$ cat config.mk
export PLATFORM = sky130hd
export DESIGN_NAME = adc_sample_fifo
export DESIGN_NICKNAME = d
export VERILOG_FILES = /design/src/rtl/adc_sample_fifo.sv
export SDC_FILE = /design/constraint.sdc
export NUM_CORES = 1
export LEC_CHECK = 0
export CAP_MARGIN = 20
export CORE_MARGIN = 2
export CORE_UTILIZATION = 50
export DETAILED_ROUTE_END_ITERATION = 16
export PLACE_DENSITY = 0.83
export SLEW_MARGIN = 20
export SYNTH_ARGS = -nofsm -noshare
export SYNTH_HDL_FRONTEND = slang
export SYNTH_SLANG_ARGS = --single-unit
$ cat constraint.sdc
create_clock -name clock -period 5.17 [get_ports clock]
set_input_delay 0.517 -clock clock [delete_from_list [all_inputs] [get_ports clock]]
set_output_delay 0.517 -clock clock [all_outputs]
set_load 0.03 [all_outputs]
$ cat src/rtl/adc_sample_fifo.sv
`default_nettype none
// ============================================================================
// adc_sample_fifo : decimating first-word-fall-through FIFO that buffers ADC
//                   samples for the CPU input port, with sticky overflow.
// Revision 1.0
// ============================================================================
module adc_sample_fifo #(
  parameter int DWIDTH = 32,
  parameter int DEPTH  = 8,
  parameter int DECIM  = 1
) (
  input  logic                    clock,
  input  logic                    reset,
  input  logic [DWIDTH-1:0]       adc_in,
  input  logic                    adc_valid,
  output logic [DWIDTH-1:0]       adcdata,
  output logic                    adcdata_valid,
  input  logic                    input_ready,
  output logic [$clog2(DEPTH):0]  level,
  output logic                    overflow,
  output logic [7:0]              drop_count,
  input  logic                    clear_overflow
);

  localparam int AW = $clog2(DEPTH);
  localparam int PW = AW + 1;
  localparam int CW = (DECIM > 1) ? $clog2(DECIM) : 1;
  localparam logic [CW-1:0] C_DEC_LAST = CW'(DECIM - 1);
  localparam logic [PW-1:0] C_FULL_XOR = {1'b1, {AW{1'b0}}};

  logic [DWIDTH-1:0] r_mem [DEPTH];
  logic [PW-1:0]     r_wr_ptr, r_rd_ptr, r_level;
  logic [DWIDTH-1:0] r_adcdata;
  logic [CW-1:0]     r_dec_cnt;
  logic              r_overflow;
  logic [7:0]        r_drop_count;

  logic              w_empty, w_full, w_pop, w_keep, w_push, w_drop;
  logic [PW-1:0]     w_wr_next, w_rd_next;
  logic [DWIDTH-1:0] w_head_next;

  always_comb begin
    w_empty   = (r_wr_ptr == r_rd_ptr);
    w_full    = ((r_wr_ptr ^ r_rd_ptr) == C_FULL_XOR);
    w_pop     = !w_empty && input_ready;
    w_keep    = adc_valid && (r_dec_cnt == '0);
    w_push    = w_keep && (!w_full || w_pop);
    w_drop    = w_keep && w_full && !w_pop;
    w_wr_next = r_wr_ptr + PW'(w_push);
    w_rd_next = r_rd_ptr + PW'(w_pop);
    // The incoming sample becomes the head only when it lands in the slot the
    // read pointer will point at, i.e. the FIFO is (or becomes) empty.
    w_head_next = (w_push && (w_rd_next == r_wr_ptr)) ? adc_in
                                                      : r_mem[w_rd_next[AW-1:0]];
  end

  always_ff @(posedge clock) begin
    if (!reset && w_push) begin
      r_mem[r_wr_ptr[AW-1:0]] <= adc_in;
    end
  end

  always_ff @(posedge clock) begin
    if (reset) begin
      r_wr_ptr     <= '0;
      r_rd_ptr     <= '0;
      r_level      <= '0;
      r_adcdata    <= '0;
      r_dec_cnt    <= '0;
      r_overflow   <= 1'b0;
      r_drop_count <= '0;
    end else begin
      r_wr_ptr <= w_wr_next;
      r_rd_ptr <= w_rd_next;
      r_level  <= w_wr_next - w_rd_next;
      // adcdata holds its last value once the FIFO drains.
      if (w_wr_next != w_rd_next) begin
        r_adcdata <= w_head_next;
      end
      if (adc_valid) begin
        r_dec_cnt <= (r_dec_cnt == C_DEC_LAST) ? '0 : r_dec_cnt + 1'b1;
      end
      if (clear_overflow) begin
        r_overflow   <= 1'b0;
        r_drop_count <= '0;
      end else if (w_drop) begin
        r_overflow <= 1'b1;
        if (r_drop_count != 8'hFF) begin
          r_drop_count <= r_drop_count + 8'd1;
        end
      end
    end
  end

  assign adcdata       = r_adcdata;
  assign adcdata_valid = !w_empty;
  assign level         = r_level;
  assign overflow      = r_overflow;
  assign drop_count    = r_drop_count;

endmodule
`default_nettype wire
After elaboration in Yosys (flattened, before gate mapping). Memory sizes are Yosys's and may differ from the RTL's. Index checks and enable logic that the tools add are counted.

Bitwise operators: 2. Add/sub/neg operators: 5. Multiplexer cells: 4. Reductions and logical operators: 14. Eq/ne operators: 5.

Operator list (count): $mux W32 (1); $add A4 B1 Y4 (2); $add A8 B1 Y8 const B (1); $eq A4 B4 Y1 (2); $ne A8 B8 Y1 const B (1); $logic_and A1 B1 Y1 (7); $eq A4 B4 Y1 const B (1); $logic_not A1 Y1 (4); $ne A4 B4 Y1 (1); $sub A4 B4 Y4 (1); $xor A4 B4 Y4 (1); $mux W1 (3); $reduce_and A2 Y1 (1); $reduce_or A2 Y1 (1); $add A1 B1 Y1 const B (1); $logic_or A1 B1 Y1 (1); $not A1 Y1 (1).

Memories kept: 1. Flip-flop bits (word level): 54. Bits in writable memories: 256. Input bits: 37.

Memories: r_mem (words 8, width 32, read ports 1, clocked after Yosys merged registers in 0, write ports 1, line 31) `logic [DWIDTH-1:0] r_mem [DEPTH];`.

Longest topological paths before layout. Gate-level depths: netlist of the first run.

Depth after elaboration: 8. Depth in mapped cells: 16.

Worst setup path after synthesis of the first run. No wires, ideal clock.

Path type: register to register. Start: register r_wr_ptr[0]. End: memory r_mem[0][0] (enable). Setup time: 513 ps. Cell stages (with the launch flop): 8. Required time: 4657 ps. Setup slack: -102 ps. Path buffers: 3. Clock period less this slack: 5272 ps. Arrival: 4759 ps. Path through: dfxtp_1 clkbuf_1 xor2_1 nor3_1 a21bo_2 buf_2 buf_2 nor4b_1.

Cells in the longest elaborated chain, start to end: 8.

RTL lines: start: declaration (line 32) `logic [PW-1:0] r_wr_ptr, r_rd_ptr, r_level;`; start signal: assignment (line 73) `r_wr_ptr <= w_wr_next;`; $xor A4 B4 Y4 or $eq A4 B4 Y1 (tied branches) (line 44, 43); $eq A4 B4 Y1 or $logic_not A1 Y1 (tied branches) (line 44, 45); $logic_not A1 Y1 or $logic_and A1 B1 Y1 (tied branches) (line 47, 45); $logic_or A1 B1 Y1 (line 47) `w_push = w_keep && (!w_full || w_pop);`; $logic_and A1 B1 Y1 (line 47); $logic_and A1 B1 Y1 (line 58) `if (!reset && w_push) begin`; $mux W1 (line 58); $mux W1 (implied by the code) (line 59) `r_mem[r_wr_ptr[AW-1:0]] <= adc_in;`; end: declaration (line 31).

Several ways; a longest one is shown, not always the timed one.

Worst setup path after layout of the first run.
Start: register r_wr_ptr[0]. End: register r_adcdata[4] (netlist: adcdata[4]).

Cells in the longest elaborated chain, start to end: 7.

RTL lines: $eq A4 B4 Y1 (*) (line 43) `w_empty = (r_wr_ptr == r_rd_ptr);`; $logic_not A1 Y1 (*) (line 45) `w_pop = !w_empty && input_ready;`; $logic_and A1 B1 Y1 (*) (line 45); $add A4 B1 Y4 (*) (line 50) `w_rd_next = r_rd_ptr + PW'(w_pop);`; net w_rd_next[0] (line 39) `logic [PW-1:0] w_wr_next, w_rd_next;`; parallel branches: the longest is 3 deep, another holds $mem_v2 Z8 W32; end signal: assignment (line 78) `r_adcdata <= w_head_next;`; end: declaration (line 33) `logic [DWIDTH-1:0] r_adcdata;`.

Mark *: on every way through the listed nets, which the timed path passes. A chain may end at the register's enable or synchronous reset.

==> flow_metrics.tcl, run 1 <==
set metrics [dict create \
    numPortBuffers 82 \
    fin_area_um2 14300 \
    cts_resized 0 \
    clock_latency_ns 0.55 \
    antenna_left 0 \
    vias_per_cell 6.14 \
    ctsHoldBuffers 0 \
    relSlewSlack_pct 33.8 \
    syn_avg_cell_area_um2 17.5 \
    grt_pass1_wl_mm 40.9 \
    total_leakage_power_uw 0.00455 \
    place_area_um2 13400 \
    yosysWarnings 0 \
    synth_cells 691 \
    ys_top_cells_by_area "edfxtp_1 (64%), mux4_2 (12%), dfxtp_1 (8.8%)" \
    synthArstFlopShare_pct 0 \
    ys_ff_latch 309 \
    drive_above_1_share_pct 18.1 \
    ctsHtreeMaxLevel 1 \
    met2_usage_pct 34.7 \
    power.total_uw 6990 \
    ir_worst_vdd_mv 0.327 \
    hold-path-cell-count 1 \
    hold_violations 0 \
    die_y_um 159 \
    path_depth 10 \
    slew_violations 0 \
    fin_crit_ns 4.30 \
    fmax_mhz 233 \
    grt.overflow.total 0 \
    worstPathCellList "xor2_1 > nor3_1 > nand2_1 > and2_1 > ha_4 > buf_4 > mux4_2 > nor2_1 > o22ai_1 > a32o_1" \
    fin_tns_setup_ns 0 \
    finalSetupViolCount 0 \
    cts_buffers 29 \
    firstDrtPassIters 6 \
    post_cts_buffers 0 \
    rsz0062_at_grt "no" \
    met3_usage_pct 3.49 \
    worst_pin_slew_ns 0.993 \
    grt_pass1_vias 6965 \
    root_buffer "clkbuf_16" \
    die_w_um 159 \
    synth.cells.most_frequent "edfxtp_1 (256), nor2_1 (83), mux4_2 (64), dfxtp_1 (53), or3_1 (37)" \
    rows 56 \
    die-area_um2 25400 \
    end_kind "flip-flop" \
    cp-start-kind "flip-flop" \
    drt-total-wl_mm 26.5 \
    syn2layout_area_growth_pct 18.7 \
    drt_iter0_drc 763 \
    yosysUniqueCellTypes 39 \
    crit_slowest_cell "buf_4" \
    num_vias 6872 \
    worst_r2r_path_depth 10 \
    start_util_pct 51.1 \
    top_usage_layer "met2" \
    path_class "reg -> reg" \
    min_path_type "reg -> reg" \
    synth_area_leader_cell "edfxtp_1" \
    crit_family "simple AND/OR/NAND/NOR gates" \
    post-synth-top-area-fraction_pct 63.7 \
    core_um2 23600 \
    yosysSeqAreaShare_pct 72.5 \
    finClkSkew_ns 0.0152 \
    nNetsFinal 825 \
    status "finished, final reports clean" \
    crit_path_max_incr_delay_ns 0.77 \
    cts.path.max_buffers 3 \
    worstPathMaxFanout 44 \
    synthMostInstantiatedCell "edfxtp_1" \
    syn-cell-area_um2 12100 \
    path_clk_slew_ns 0.06 \
    grt_max_degree 69 \
    avgRoutedWirePerCell_um 23.7 \
    maxCapViolCount 0 \
    cts.sinks 309 \
    tritoncts "built" \
    period_share_pct 83.1 \
    crit_buf_inv 1 \
    post-route-util_pct 60.7 \
    gp_congestion 0.767 \
    dp_hpwl_mm 14.3 \
    grt_usage_pct 20.8 \
    required_ns 5.60 \
    worstPathArrival_ns 4.73 \
    grt_util_met1_pct 28.6 \
    power_density_nw_per_um2 488 \
    io_pins 83 \
    synth_edf_count 256 \
    synth_nets 737 \
    remaining_drc_errors 0 \
    antenna_found_initial 1 \
    synth-main-ff-cell "edfxtp_1" \
]
state kept, by name, indices dropped and copies added, names as in the netlist:
register    cells
overflow        1
drop_count      8
adcdata        32
r_mem         256
r_wr_ptr        4
level           4
r_rd_ptr        4
stage by stage:
stage	hold slack (ns)	instances	setup WS, ns
floorplan	0.530	691	0.141
finish	0.473	1120	0.874
global route	0.478	1120	0.524
global placement	0.447	1067	0.962
CTS	0.472	1119	0.621
detailed placement	0.458	1067	0.784
final timing paths:
check / start / to / slack [ns]
max: r_wr_ptr[0] / adcdata[4] / 0.87
min reg2reg: adcdata[30] / adcdata[30] / 0.47
min: adcdata[30] / adcdata[30] / 0.47
max reg2reg: r_wr_ptr[0] / adcdata[4] / 0.87
power breakdown:
part | switching [uW] | leakage [uW] | internal, uW | total, uW
Combinational | 1040 | 0.00134 | 875 | 1910
Sequential | 121 | 0.00275 | 2870 | 2990
Clock | 875 | 0.000462 | 1210 | 2080
Total | 2030 | 0.00455 | 4950 | 6990
per-layer routing:
metal / vias to the layer above / part of all wire [%]
li1: 2964 / -
met1: 3564 / 41
met2: 297 / 50
met3: 47 / 6.4
met4: 0 / 2.2
met5: - / 0
kinds of logic after synthesis:
family	Yosys count	synth area share [%]
DFF	309	72.5
and+or+nand+nor	156	6.22
AOI/OAI and AO/OA	83	5.34
muxes	64	11.9
buffers and inverters	54	1.84
xor gates and xnor gates	16	1.16
adders and majority gates	9	0.995
cell usage in the layout, fill, tap and decap left out, types with 5 or more instances in the layout:
cell / instances
o22ai_1: 32
xor2_1: 10
mux4_2: 64
edfxtp_1: 256
clkinv_1: 6
a21oi_1: 7
clkbuf_8: 6
nor2_1: 80
nand2_1: 5
xnor2_1: 5
a32o_1: 32
or3_1: 37
clkdlybuf4s50_1: 82
clkbuf_16: 29
buf_4: 20
dfxtp_1: 53
ha_1: 6
inv_1: 7
nand3_1: 8
layout make-up:
type                            count  area, um2
Fill cell                        1667       9290
Sequential cell                   309       8750
Multi-Input combinational cell    328       3210
Timing Repair Buffer              103        991
Clock buffer                       38        820
Tap cell                          319        399
Clock inverter                     14        123
Inverter                            8       31.3
Antenna cell                        1       2.50
Note: power is estimated with default switching activity, not from simulation.
==> run 2: changes to the inputs <==
- clock period: 5.17 -> 3.45 ns (I/O delays scaled with it)
==> flow_metrics.tcl, run 2 (synthesis gave the netlist of run 1 again) <==
set metrics [dict create \
    status "finished, final reports clean" \
    dp_hpwl_mm 14.1 \
    die-area_um2 25400 \
    drt_iter0_drc 755 \
    root_buffer "clkbuf_16" \
    remaining_drc_errors 0 \
    gp_congestion 0.754 \
    nNetsFinal 833 \
    worst_pin_slew_ns 0.834 \
    hold_violations 0 \
    grt_max_degree 69 \
    worst_r2r_path_depth 13 \
    finClkSkew_ns 0.0176 \
    ir_worst_vdd_mv 0.638 \
    fillers 1626 \
    path_class "reg -> reg" \
    multiInputGateArea_um2 3260 \
    worstPathArrival_ns 3.74 \
    tritoncts "built" \
    crit_path_max_incr_delay_ns 0.59 \
    io_pins 83 \
    syn2layout_area_growth_pct 21.6 \
    num_vias 6888 \
    final_cells 1129 \
    vias_per_cell 6.10 \
    placedCellCount 1075 \
    end_kind "flip-flop" \
    numPortBuffers 82 \
    grt.overflow.total 0 \
    total_leakage_power_uw 0.00468 \
    rsz0062_at_grt "no" \
    grt_usage_pct 20.4 \
    cts_buffers 29 \
    top_usage_layer "met2" \
    fin_tns_setup_ns 0 \
    slew_violations 0 \
    required_ns 3.88 \
    path_clk_slew_ns 0.06 \
    crit_slowest_cell "or4_2" \
    clock_latency_ns 0.55 \
    grt_util_met1_pct 27.6 \
    worstPathCellList "xor2_1 > nor3_2 > nand2_2 > and2_1 > ha_4 > ha_4 > xor2_4 > clkinv_2 > xnor2_1 > or4_2 > buf_12 > or3_1 > a32o_1" \
    antenna_found_initial 0 \
    power_density_nw_per_um2 750 \
    die_y_um 159 \
    start_util_pct 51.1 \
    grt_pass1_wl_mm 40.3 \
    worstPathMaxFanout 64 \
    finalSetupViolCount 0 \
    hold-path-cell-count 1 \
    drive_above_1_share_pct 20.1 \
    die_w_um 159 \
    layout_commonest_cell "edfxtp_1" \
    core_um2 23600 \
    met2_usage_pct 34.2 \
    fmax_mhz 302 \
    fin_crit_ns 3.31 \
    relSlewSlack_pct 44.4 \
    met3_usage_pct 3.96 \
    period_share_pct 96.0 \
    firstDrtPassIters 5 \
    diodes 0 \
    largest_reg_flops 256 \
    cp-start-kind "flip-flop" \
    cts_resized 0 \
    crit_top_cell "ha_4" \
    rows 56 \
    layout_common_cells "edfxtp_1 (256), clkdlybuf4s50_1 (82), nor2_1 (80)" \
    cts.sinks 309 \
    maxCapViolCount 0 \
    grt_pass1_vias 7028 \
    post_cts_buffers 0 \
    cts.path.max_buffers 3 \
    avgRoutedWirePerCell_um 23.3 \
    antenna_left 0 \
    ctsHoldBuffers 0 \
    drt-total-wl_mm 26.3 \
    seqCellArea_um2 8750 \
    min_path_type "reg -> reg" \
    ctsHtreeMaxLevel 1 \
]
==> run 2: cell types whose count changed in the layout (fill, tap and decap cells not counted), sizes merged <==
cell,previous run,this run
clkbuf,38,34
clkinvlp,1,3
bufinv,2,8
diode,1,0
buf,21,29
clkinv,11,9
==> run 2: power breakdown <==
| part | switching [uW] | internal [uW] |
|---|---|---|
| logic | 1560 | 1360 |
| registers | 183 | 4300 |
| clock network | 1380 | 2230 |
==> run 2: critical path: cells and delay by family, from the launching register on <==
family	cells	cell delay, ns
AO/OA/AOI/OAI	1	0.27
buffers and inverters	2	0.29
AND/OR/NAND/NOR	5	1.46
flip-flops	1	0.35
adder cells (fa/ha/maj)	2	0.34
XOR/XNOR	3	0.43
==> run 2: area by class of cell <==
| cell class | count | area share (%) |
|---|---|---|
| Timing Repair Buffer | 111 | 7.68 |
| Inverter | 8 | 0.213 |
| Sequential cell | 309 | 59.6 |
| Multi-Input combinational cell | 328 | 22.2 |
| Clock inverter | 20 | 2.16 |
| Clock buffer | 34 | 5.35 |
| Tap cell | 319 | 2.72 |
==> run 2: final timing paths <==
kind | startpoint | end | slack [ns]
max | r_rd_ptr[0] | adcdata[4] | 0.14
min | adcdata[24] | adcdata[24] | 0.47
max reg2reg | r_rd_ptr[0] | adcdata[4] | 0.14
min reg2reg | adcdata[24] | adcdata[24] | 0.47
==> run 2: per-layer routing <==
layer	share of wire [%]	vias up
met5	0	-
met2	50	327
met3	7.4	50
li1	-	2969
met4	2.0	0
met1	40	3542
==> run 2: per-stage QoR <==
stage	power, uW	utilization (%)	hold slack (ns)	setup slack (ns)	cell area, um2
2_1_floorplan	6470	-	0.444	-0.204	12200
3_3_place_gp	7410	57.5	0.447	0.276	13600
3_5_place_dp	7470	57.5	0.455	0.173	13600
4_1_cts	11100	62.1	0.470	0.157	14700
5_1_grt	11400	62.1	0.497	0.0169	14700
6_report	11000	62.1	0.468	0.138	14700
==> run 3: changes to the inputs <==
- ABC_CLOCK_PERIOD_IN_PS: not set -> 3450
- CORE_UTILIZATION: 50 -> 45
- PLACE_DENSITY: 0.83 -> 0.77
==> flow_metrics.tcl, run 3 (synthesis gave the netlist of run 1 again) <==
set metrics [dict create \
    status "finished, final reports clean" \
    cts_resized 0 \
    cts_buffers 30 \
    die_w_um 168 \
    die_y_um 168 \
    fin_crit_ns 3.25 \
    hold_slack_ns 0.468 \
    die-area_um2 28100 \
    start_util_pct 46.0 \
    rows 59 \
    grt_pass1_wl_mm 39.5 \
    grt_max_degree 69 \
    worstPathArrival_ns 3.71 \
    grt.overflow.total 0 \
    layout_common_cells "edfxtp_1 (256), clkdlybuf4s50_1 (82), nor2_1 (80)" \
    min_path_type "reg -> reg" \
    grt_pass1_vias 6756 \
    firstDrtPassIters 5 \
    path_class "reg -> reg" \
    ctsHtreeMaxLevel 1 \
    switchingPower_uw 3100 \
    gp_congestion 0.762 \
    multiInputGateArea_um2 3260 \
    grt_usage_pct 18.3 \
    num_vias 6726 \
    met3_usage_pct 3.26 \
    diodes 0 \
    path_clk_slew_ns 0.07 \
    cts.path.max_buffers 3 \
    relSlewSlack_pct 44.6 \
    pwr-share-seq_pct 41.2 \
    avgRoutedWirePerCell_um 22.6 \
    cts.sinks 309 \
    p_int_uw 7730 \
    syn2layout_area_growth_pct 21.3 \
    worstPathMaxFanout 64 \
    worst_pin_slew_ns 0.831 \
    finClkSkew_ns 0.0218 \
    top_usage_layer "met2" \
    total_leakage_power_uw 0.00463 \
    slew_violations 0 \
    layout_commonest_cell "edfxtp_1" \
    required_ns 3.91 \
    antenna_left 0 \
    fmax_mhz 308 \
    tritoncts "built" \
    antenna_found_initial 1 \
    drt_iter0_drc 517 \
    drt-total-wl_mm 25.8 \
    seqCellArea_um2 8750 \
    rsz0062_at_grt "no" \
    dp_hpwl_mm 13.5 \
    core_um2 26200 \
    post_cts_buffers 0 \
    ctsHoldBuffers 0 \
    met2_usage_pct 30.1 \
    grt_util_met1_pct 25.7 \
    ir_worst_vdd_mv 0.494 \
    cp-start-kind "flip-flop" \
    power_density_nw_per_um2 740 \
    drive_above_1_share_pct 19.1 \
    period_share_pct 94.1 \
    p_comb_share_pct 26.9 \
    clock_latency_ns 0.57 \
    numPortBuffers 82 \
    vias_per_cell 5.89 \
    finalSetupViolCount 0 \
    p_sw_share_pct 28.6 \
    io_pins 83 \
    worstPathCellList "xor2_1 > nor3_2 > nand2_2 > and2_1 > ha_4 > ha_4 > xor2_4 > clkinv_2 > xnor2_1 > or4_2 > buf_12 > or3_1 > a32o_1" \
    end_kind "flip-flop" \
    remaining_drc_errors 0 \
    fillers 1946 \
    nNetsFinal 830 \
    maxCapViolCount 0 \
    largest_reg_flops 256 \
    crit_slowest_cell "or4_2" \
    fin_tns_setup_ns 0 \
    crit_top_cell "ha_4" \
    clock_power_share_pct 31.9 \
    crit_path_max_incr_delay_ns 0.58 \
    root_buffer "clkbuf_16" \
    hold_violations 0 \
]
-- run 3: cell count changes in the layout (fill, tap and decap cells not counted), moves of 2 or more --
cell	previous run	this run
buf_4	22	17
clkbuf_1	1	4
clkbuf_8	4	1
clkinv_1	2	5
bufinv_16	8	6
-- run 3: worst paths after layout --
check | from | end | slack (ns) | cells after the start
worst max-delay path | r_rd_ptr[1] | adcdata[13] | 0.20 | 13
worst max register to register | r_rd_ptr[1] | adcdata[13] | 0.20 | 13
worst min-delay path | adcdata[26] | adcdata[26] | 0.47 | 1
worst min register to register | adcdata[26] | adcdata[26] | 0.47 | 1
-- run 3: power groups by stage --
stage | Clock (uW) | Sequential (uW) | Combinational [uW]
global route | 3660 | 4490 | 3110
finish | 3460 | 4470 | 2910
global placement | 0 | 4540 | 2870
detailed placement | 0 | 4550 | 2930
CTS | 3520 | 4470 | 2950
floorplan | 0 | 4900 | 1570
-- run 3: area by class of cell --
type                       instances  share of cell area [%]
sequential                       309                    59.8
multi-input combinational        328                    22.3
timing repair buffer             107                    7.58
clock buffer                      35                    5.33
tap                              335                    2.86
clock inverter                    20                    1.93
inverter                           8                   0.214
-- run 3: metrics by stage --
stage                     area [um2]  total power, uW  utilization (%)  cells  setup WS [ns]
after floorplan                12200             6470                -    691         -0.204
after global placement         13600             7410             51.8   1087          0.267
after detailed placement       13600             7470             51.8   1087          0.217
after CTS                      14600            10900             55.8   1142          0.194
after global routing           14600            11300             55.8   1142         0.0133
final                          14600            10800             55.8   1142          0.204
-- run 3: worst max-delay path, delay by kind of cell, from the launching register on --
kind | cells | cell delay (ns)
simple gates | 5 | 1.41
fa+ha+maj | 2 | 0.34
compound gates | 1 | 0.27
xor+xnor | 3 | 0.43
flops | 1 | 0.35
buf+inv | 2 | 0.33
-- run 3: metal layers --
| layer | vias to the layer above | wire length, um |
|---|---|---|
| met5 | - | 0 |
| met4 | 0 | 485 |
| met3 | 42 | 1750 |
| met2 | 259 | 12500 |
| met1 | 3458 | 11000 |
| li1 | 2967 | - |
